### config.mk
export PLATFORM = sky130hd
export DESIGN_NAME = imem_sync_loadable_flat
export DESIGN_NICKNAME = d
export VERILOG_FILES = /design/src/rtl/imem_sync_loadable_if.sv /design/src/rtl/imem_sync_loadable.sv /design/src/flat_wrapper.sv
export SDC_FILE = /design/constraint.sdc
export NUM_CORES = 2
export LEC_CHECK = 0
export CORE_ASPECT_RATIO = 1.1
export CORE_UTILIZATION = 60
export CTS_BUF_LIST = sky130_fd_sc_hd__clkbuf_4 sky130_fd_sc_hd__clkbuf_8 sky130_fd_sc_hd__clkbuf_16
export CTS_CLUSTER_DIAMETER = 120
export DETAILED_ROUTE_END_ITERATION = 16
export HOLD_SLACK_MARGIN = 0.08
export PLACE_DENSITY = 0.77
export SLEW_MARGIN = 20
export SYNTH_ARGS = -nofsm -noshare
export SYNTH_HDL_FRONTEND = slang
export SYNTH_SLANG_ARGS = --single-unit
### constraint.sdc
create_clock -name clk -period 5.2 [get_ports clk]
set_input_delay 0.78 -clock clk [delete_from_list [all_inputs] [get_ports clk]]
set_output_delay 0.78 -clock clk [all_outputs]
set_load 0.03 [all_outputs]
### src/rtl/imem_sync_loadable_if.sv
// Fetch and program-load bus of the loadable instruction memory.
// The master is the fetch/loader side; the slave is the memory.
interface imem_sync_loadable_if #(
    parameter int N      = 32,
    parameter int ADDR_W = 6
) ();
    logic              rd_en;
    logic [ADDR_W-1:0] addr;
    logic [N-1:0]      q;
    logic              q_valid;
    logic              prog_we;
    logic [ADDR_W-1:0] prog_addr;
    logic [N-1:0]      prog_data;
    logic              ready;
    logic              parity_err;

    modport master (
        output rd_en, addr, prog_we, prog_addr, prog_data,
        input  q, q_valid, ready, parity_err
    );

    modport slave (
        input  rd_en, addr, prog_we, prog_addr, prog_data,
        output q, q_valid, ready, parity_err
    );
endinterface

### src/rtl/imem_sync_loadable.sv
// Synchronous loadable instruction memory: self-clearing sweep after reset, then
// program loads and one-cycle registered fetches. Optional parity: IMEM_PARITY_EN.
module imem_sync_loadable #(
    parameter int N      = 32,
    parameter int ADDR_W = 6
) (
    input  logic                 clk,
    input  logic                 reset,
    imem_sync_loadable_if.slave  bus
);
    localparam int DEPTH = 2 ** ADDR_W;
    localparam logic [ADDR_W-1:0] LAST_ADDR = ADDR_W'(DEPTH - 1);

    typedef enum logic {
        ST_CLEAR,
        ST_READY
    } state_t;

    state_t            state_reg;
    logic [ADDR_W-1:0] clr_cnt_reg;
    logic [N-1:0]      q_reg;
    logic              q_valid_reg;
    logic              ready_reg;

    logic [N-1:0]      mem [DEPTH];

    logic              wr_en;
    logic [ADDR_W-1:0] wr_addr;
    logic [N-1:0]      wr_data;
    logic              fetch;

    // One shared write port: the clear sweep owns it until READY, then the loader.
    always_comb begin
        wr_en   = 1'b0;
        wr_addr = clr_cnt_reg;
        wr_data = '0;
        fetch   = 1'b0;
        if (state_reg == ST_CLEAR) begin
            wr_en = 1'b1;
        end else begin
            wr_en   = bus.prog_we;
            wr_addr = bus.prog_addr;
            wr_data = bus.prog_data;
            fetch   = bus.rd_en;
        end
    end

    always_ff @(posedge clk) begin
        if (wr_en) begin
            mem[wr_addr] <= wr_data;
        end
    end

    always_ff @(posedge clk or posedge reset) begin
        if (reset) begin
            state_reg   <= ST_CLEAR;
            clr_cnt_reg <= '0;
            q_reg       <= '0;
            q_valid_reg <= 1'b0;
            ready_reg   <= 1'b0;
        end else begin
            case (state_reg)
                ST_CLEAR: begin
                    // Leave on the last word so the counter never wraps back to 0.
                    if (clr_cnt_reg == LAST_ADDR) begin
                        state_reg <= ST_READY;
                        ready_reg <= 1'b1;
                    end else begin
                        clr_cnt_reg <= clr_cnt_reg + 1'b1;
                    end
                end
                ST_READY: begin
                    // Read-first: the memory write of this edge is not yet visible here.
                    if (fetch) begin
                        q_reg       <= mem[bus.addr];
                        q_valid_reg <= 1'b1;
                    end
                end
                default: begin
                    state_reg <= ST_CLEAR;
                    ready_reg <= 1'b0;
                end
            endcase
        end
    end

    assign bus.q       = q_reg;
    assign bus.q_valid = q_valid_reg;
    assign bus.ready   = ready_reg;

`ifdef IMEM_PARITY_EN
    logic mem_par [DEPTH];
    logic parity_err_reg;

    // Even parity of the data being written; clear writes zero so parity is 0.
    always_ff @(posedge clk) begin
        if (wr_en) begin
            mem_par[wr_addr] <= ^wr_data;
        end
    end

    always_ff @(posedge clk or posedge reset) begin
        if (reset) begin
            parity_err_reg <= 1'b0;
        end else if (fetch) begin
            parity_err_reg <= (^mem[bus.addr]) ^ mem_par[bus.addr];
        end
    end

    assign bus.parity_err = parity_err_reg;
`else
    assign bus.parity_err = 1'b0;
`endif

endmodule

### src/flat_wrapper.sv
// flat-port wrapper written by rule: the top's interface ports become plain ports
module imem_sync_loadable_flat 
#(
    parameter int N      = 32,
    parameter int ADDR_W = 6
)
  (clk, reset, bus_rd_en, bus_addr, bus_prog_we, bus_prog_addr, bus_prog_data, bus_q, bus_q_valid, bus_ready, bus_parity_err);
  imem_sync_loadable_if #(.N(N), .ADDR_W(ADDR_W)) bus_i ();
  input  logic clk;
  input  logic reset;
  input wire logic [$bits(bus_i.rd_en)-1:0] bus_rd_en;
  input wire logic [$bits(bus_i.addr)-1:0] bus_addr;
  input wire logic [$bits(bus_i.prog_we)-1:0] bus_prog_we;
  input wire logic [$bits(bus_i.prog_addr)-1:0] bus_prog_addr;
  input wire logic [$bits(bus_i.prog_data)-1:0] bus_prog_data;
  output wire logic [$bits(bus_i.q)-1:0] bus_q;
  output wire logic [$bits(bus_i.q_valid)-1:0] bus_q_valid;
  output wire logic [$bits(bus_i.ready)-1:0] bus_ready;
  output wire logic [$bits(bus_i.parity_err)-1:0] bus_parity_err;
  assign bus_i.rd_en = bus_rd_en;
  assign bus_i.addr = bus_addr;
  assign bus_i.prog_we = bus_prog_we;
  assign bus_i.prog_addr = bus_prog_addr;
  assign bus_i.prog_data = bus_prog_data;
  assign bus_q = bus_i.q;
  assign bus_q_valid = bus_i.q_valid;
  assign bus_ready = bus_i.ready;
  assign bus_parity_err = bus_i.parity_err;
  imem_sync_loadable #(.N(N), .ADDR_W(ADDR_W)) u_core (.clk(clk), .reset(reset), .bus(bus_i));
endmodule
; Word-level counts from Yosys, hierarchy flattened
; Memory sizes are Yosys's and may differ from the RTL's. A register that Yosys moved wholly into a read port is not among the register bits.
; Index checks and enable logic that the tools add are counted.
[op_classes]
addsub = 1
eq_ne = 1
muxes = 8
bitwise = 2
reduce_logical = 3
[ops]
columns = cell, n
row1 = 32-bit two-way mux, 1
row2 = "6-bit by 1-bit adder with 6-bit output, second input constant", 1
row3 = "6-bit equality test, second input constant", 1
row4 = 1-bit two-way mux, 6
row5 = 6-bit two-way mux, 1
row6 = 2-bit AND reduction, 3
row7 = 1-bit NOT, 2
[word_totals]
register_bits = 9
mem_bits_rw = 2048
out_inout_bits = 35
elab_cells = 20
mem_count = 1
[memory_table]
columns = name, depth, word_bits, read_ports, rd_ports_with_merged_regs, write_ports, line
row1 = u_core.mem, 64, 32, 1, 1, 1, imem_sync_loadable.sv:25  ; logic [N-1:0] mem [DEPTH];

; Depth between registers and ports, before layout
[depth]
ltp_word = 3
depth_mapped = 10
depth_no_buf = 5

; Worst setup path after synthesis
; Ideal clock, no wire load.
[synth_timing]
path_kind = input-to-reg
start = input bus_prog_addr[0]
end = memory u_core.mem[14][0] (enable)
setup_ns = 0.421
arrival_ns = 2.707
required_time_ns = 4.779
path_slack_ns = 2.072
cell_stages = 4
n_path_buf = 0
cell_sequence = nand3b_1 > o21ai_0 > nand2_1 > nor2_1
[synth_via]
elab_chain_len = 1
[synth_rtl]
columns = item, line
row1 = start: declaration, flat_wrapper.sv:14  ; input wire logic [$bits(bus_i.prog_addr)-1:0] bus_prog_addr;
row2 = 6-bit two-way mux, imem_sync_loadable.sv:38  ; if (state_reg == ST_CLEAR) begin
row3 = end: declaration, imem_sync_loadable.sv:25
; Every way passes these cells.

; Worst setup path in the final report
[layout_timing]
start = register u_core.state_reg
end = memory u_core.mem[31][18] (enable)
[layout_via]
elab_chain_len = 3
[layout_rtl]
columns = item, line
row1 = start: declaration, imem_sync_loadable.sv:19  ; state_t state_reg;
row2 = start signal: assignment, imem_sync_loadable.sv:56  ; state_reg <= ST_CLEAR;
row3 = start signal: assignment, imem_sync_loadable.sv:66  ; state_reg <= ST_READY;
row4 = start signal: assignment, imem_sync_loadable.sv:80  ; state_reg <= ST_CLEAR;
row5 = 1-bit two-way mux, imem_sync_loadable.sv:38
row6 = 1-bit two-way mux, imem_sync_loadable.sv:49  ; if (wr_en) begin
row7 = 1-bit two-way mux (implied by the code), imem_sync_loadable.sv:50  ; mem[wr_addr] <= wr_data;
; Parallel ways exist; a longest one is shown, timed or not.

==> impl_metrics.json <==
{
  "worstPathRequired_ps": 5680,
  "worst_pin_slew_ps": 1190,
  "fin_tns_setup_ps": 0,
  "drt-pass1-iter-count": 6,
  "clock_skew_ps": 39.3,
  "reg2reg_from": "u_core.state_reg$_DFF_PP0_",
  "worstSetupPathType": "reg -> reg",
  "clock_path_buffers": 3,
  "dp_cells": 5499,
  "reg2reg_to": "u_core.mem[31][18]$_DFFE_PP_",
  "rows": 139,
  "syn-instance-count": 3705,
  "die_x_um": 350,
  "critPathMaxFanout": 61,
  "ir_drop_mv": 0.345,
  "syn_area_mm2": 0.0797,
  "setup_viol": 0,
  "dpl.hpwl_um": 119000,
  "relSlewSlack_pct": 20.8,
  "largest_register_ffs": 2048,
  "vias": 40363,
  "max_stage_delay_ps": 1070,
  "ys_types": 44,
  "finalCritPeriodShare_pct": 74.9,
  "synth_seq_cells": 2089,
  "yosysTopAreaCell": "edfxtp_1",
  "antenna_found_initial": 10,
  "synth.top_cell.area_share_pct": 77.1,
  "r2r_slack_ps": 1310,
  "layout-drive-gt1-share_pct": 23.9,
  "endpoint_kind": "flop",
  "tritoncts": "done",
  "synthArstFlopShare_pct": 1.96,
  "grt_pass1_wl_um": 283000,
  "worstPathCellList": "nand3_1 -> o21ai_0 -> nand2_1 -> nor2_4 -> buf_4",
  "synth_edf_count": 2048,
  "synth_most_common_cell": "edfxtp_1",
  "grt_use_total_pct": 30.1,
  "yosys-top-cells-area": "edfxtp_1 77%, mux4_2 11%, mux2i_1 3.6%",
  "power_density_mw_per_mm2": 366,
  "yosys_most_used_dff": "edfxtp_1",
  "slowest_stage": "dfrtp_2",
  "synth.avg_cell_area_um2": 21.5,
  "viasPerCell": 6.89,
  "hold_path_class": "reg -> reg",
  "cts.clk_slew.worst_paths_ps": 60,
  "core_area_mm2": 0.131,
  "cellLeakagePower_nw": 24.0,
  "drt_iter0_drc": 6232,
  "critPathArrivalTime_ps": 4370,
  "ctsRootBufferMaster": "clkbuf_16",
  "yosysSeqAreaShare_pct": 78.4,
  "start_util_pct": 60.8,
  "cap_violations": 0,
  "wire_per_inst_um": 34.1,
  "cts_resized": 0,
  "crit_start": "u_core.state_reg$_DFF_PP0_",
  "drt-total-wl_um": 200000,
  "crit_path_start_kind": "flop",
  "n_fill_cell": 7678,
  "synth_common_cells": "2048 x edfxtp_1, 384 x mux4_2, 288 x mux2i_1",
  "postCtsSetupBuffers": 0,
  "drc": 0,
  "fmax_ghz": 0.257,
  "hold_viol_final": 0,
  "synth_nets": 3754,
  "ant_nets": 0,
  "clkLatencyLatePin_ps": 820,
  "fin_crit_ps": 3890,
  "overflow": 0,
  "port_buffers": 81,
  "rsz0062_at_grt": "no",
  "areaGrowthSynthToFinish_pct": 13.1,
  "htreeDepth": 4,
  "grt_max_degree": 109,
  "cts_buffers": 195,
  "grt_pass1_vias": 39486,
  "ioPinCount": 83,
  "final_nets": 3983,
  "finalMaxSlewViolations": 0,
  "synth_warnings": 0,
  "instances_no_fill": 5860,
  "die_area_mm2": 0.134,
  "die_h_um": 384,
  "cts_hold_buffers": 0,
  "gp_congestion": 0.925,
  "r2r_cells": 5,
  "status": "finished, final reports clean",
  "cts_sinks": 2089,
  "critPathCapture": "u_core.mem[31][18]$_DFFE_PP_"
}
[worst min path at each step]
stage / startpoint / endpoint / slack [ps] / depth (start not counted)
floorplan: u_core.clr_cnt_reg[3]$_DFFE_PP0P_ / u_core.clr_cnt_reg[3]$_DFFE_PP0P_ / 470 / 1
global placement: u_core.bus.q_valid$_DFFE_PP0P_ / u_core.bus.q_valid$_DFFE_PP0P_ / 470 / 1
detailed placement: u_core.bus.q_valid$_DFFE_PP0P_ / u_core.bus.q_valid$_DFFE_PP0P_ / 480 / 1
CTS: u_core.bus.q_valid$_DFFE_PP0P_ / u_core.bus.q_valid$_DFFE_PP0P_ / 500 / 1
global route: u_core.bus.q_valid$_DFFE_PP0P_ / u_core.bus.q_valid$_DFFE_PP0P_ / 520 / 1
finish: u_core.bus.q_valid$_DFFE_PP0P_ / u_core.bus.q_valid$_DFFE_PP0P_ / 500 / 1
[report_power, final]
part / leakage, nW / switching (W) / internal, W
registers: 14.8 / 0 / 0.0182
clock network: 3.19 / 0.00603 / 0.00795
logic: 5.97 / 0.000507 / 0.000291
[layout make-up]
| type | count | area (um^2) | share of cell area [%] |
|---|---|---|---|
| Clock inverter | 100 | 759 | 0.843 |
| Tap cell | 1762 | 2200 | 2.45 |
| Clock buffer | 260 | 5560 | 6.17 |
| Sequential cell | 2089 | 62500 | 69.4 |
| Antenna cell | 1 | 2.50 | 0.00278 |
| Timing Repair Buffer | 246 | 2410 | 2.68 |
| Multi-Input combinational cell | 1396 | 16600 | 18.5 |
| Inverter | 6 | 22.5 | 0.0250 |
[per-layer routing]
metal	vias up	part of all wire, %	global-route usage [%]
met5	-	0.043	0
met4	12	4.4	12.6
met3	409	11	6.34
met2	2941	47	45.8
met1	20944	37	43.0
li1	16057	-	-
[cell usage in the layout, fill, tap and decap left out, types with 45 or more instances in the layout]
cell type        netlist  layout
clkdlybuf4s50_1        0      78
o22ai_1               65      65
nand3_1               70      70
a211oi_1              62      62
clkbuf_4               0      45
clkbuf_16              0     201
edfxtp_1            2048    2048
nor2_4                 1      67
nand2_1               59      58
buf_4                 19     137
mux2i_1              288     288
a22oi_1              161     161
mux4_2               384     384
[stage by stage]
| step | area (um^2) | worst slack, ps | total power, W | utilization (%) | hold slack (ps) |
|---|---|---|---|---|---|
| detailed placement | 83800 | 1100 | 0.0193 | 63.9 | 481 |
| global route | 90100 | 1190 | 0.0337 | 68.7 | 523 |
| floorplan | 79700 | 2070 | 0.0191 | - | 473 |
| finish | 90100 | 1310 | 0.0330 | 68.7 | 498 |
| global placement | 83800 | 1150 | 0.0193 | 63.9 | 472 |
| CTS | 90100 | 1510 | 0.0331 | 68.7 | 496 |
[cells by family after synthesis]
logic type / after synthesis / synth area share, %
XOR/XNOR: 4 / 0.0439
flip-flops: 2089 / 78.4
other: 1 / 0.00470
buffers and inverters: 220 / 1.40
multiplexers: 674 / 14.5
AND/OR/NAND/NOR: 346 / 2.23
AO/OA/AOI/OAI: 370 / 3.38
adder cells (fa/ha/maj): 1 / 0.0157
[worst max-delay path, delay by kind of cell (launching register included)]
kind	cells	cell delay (ps)
simple gates	3	1790
buf+inv	1	350
compound gates	1	310
flops	1	1070
Power figures use the tool's default switching activity.
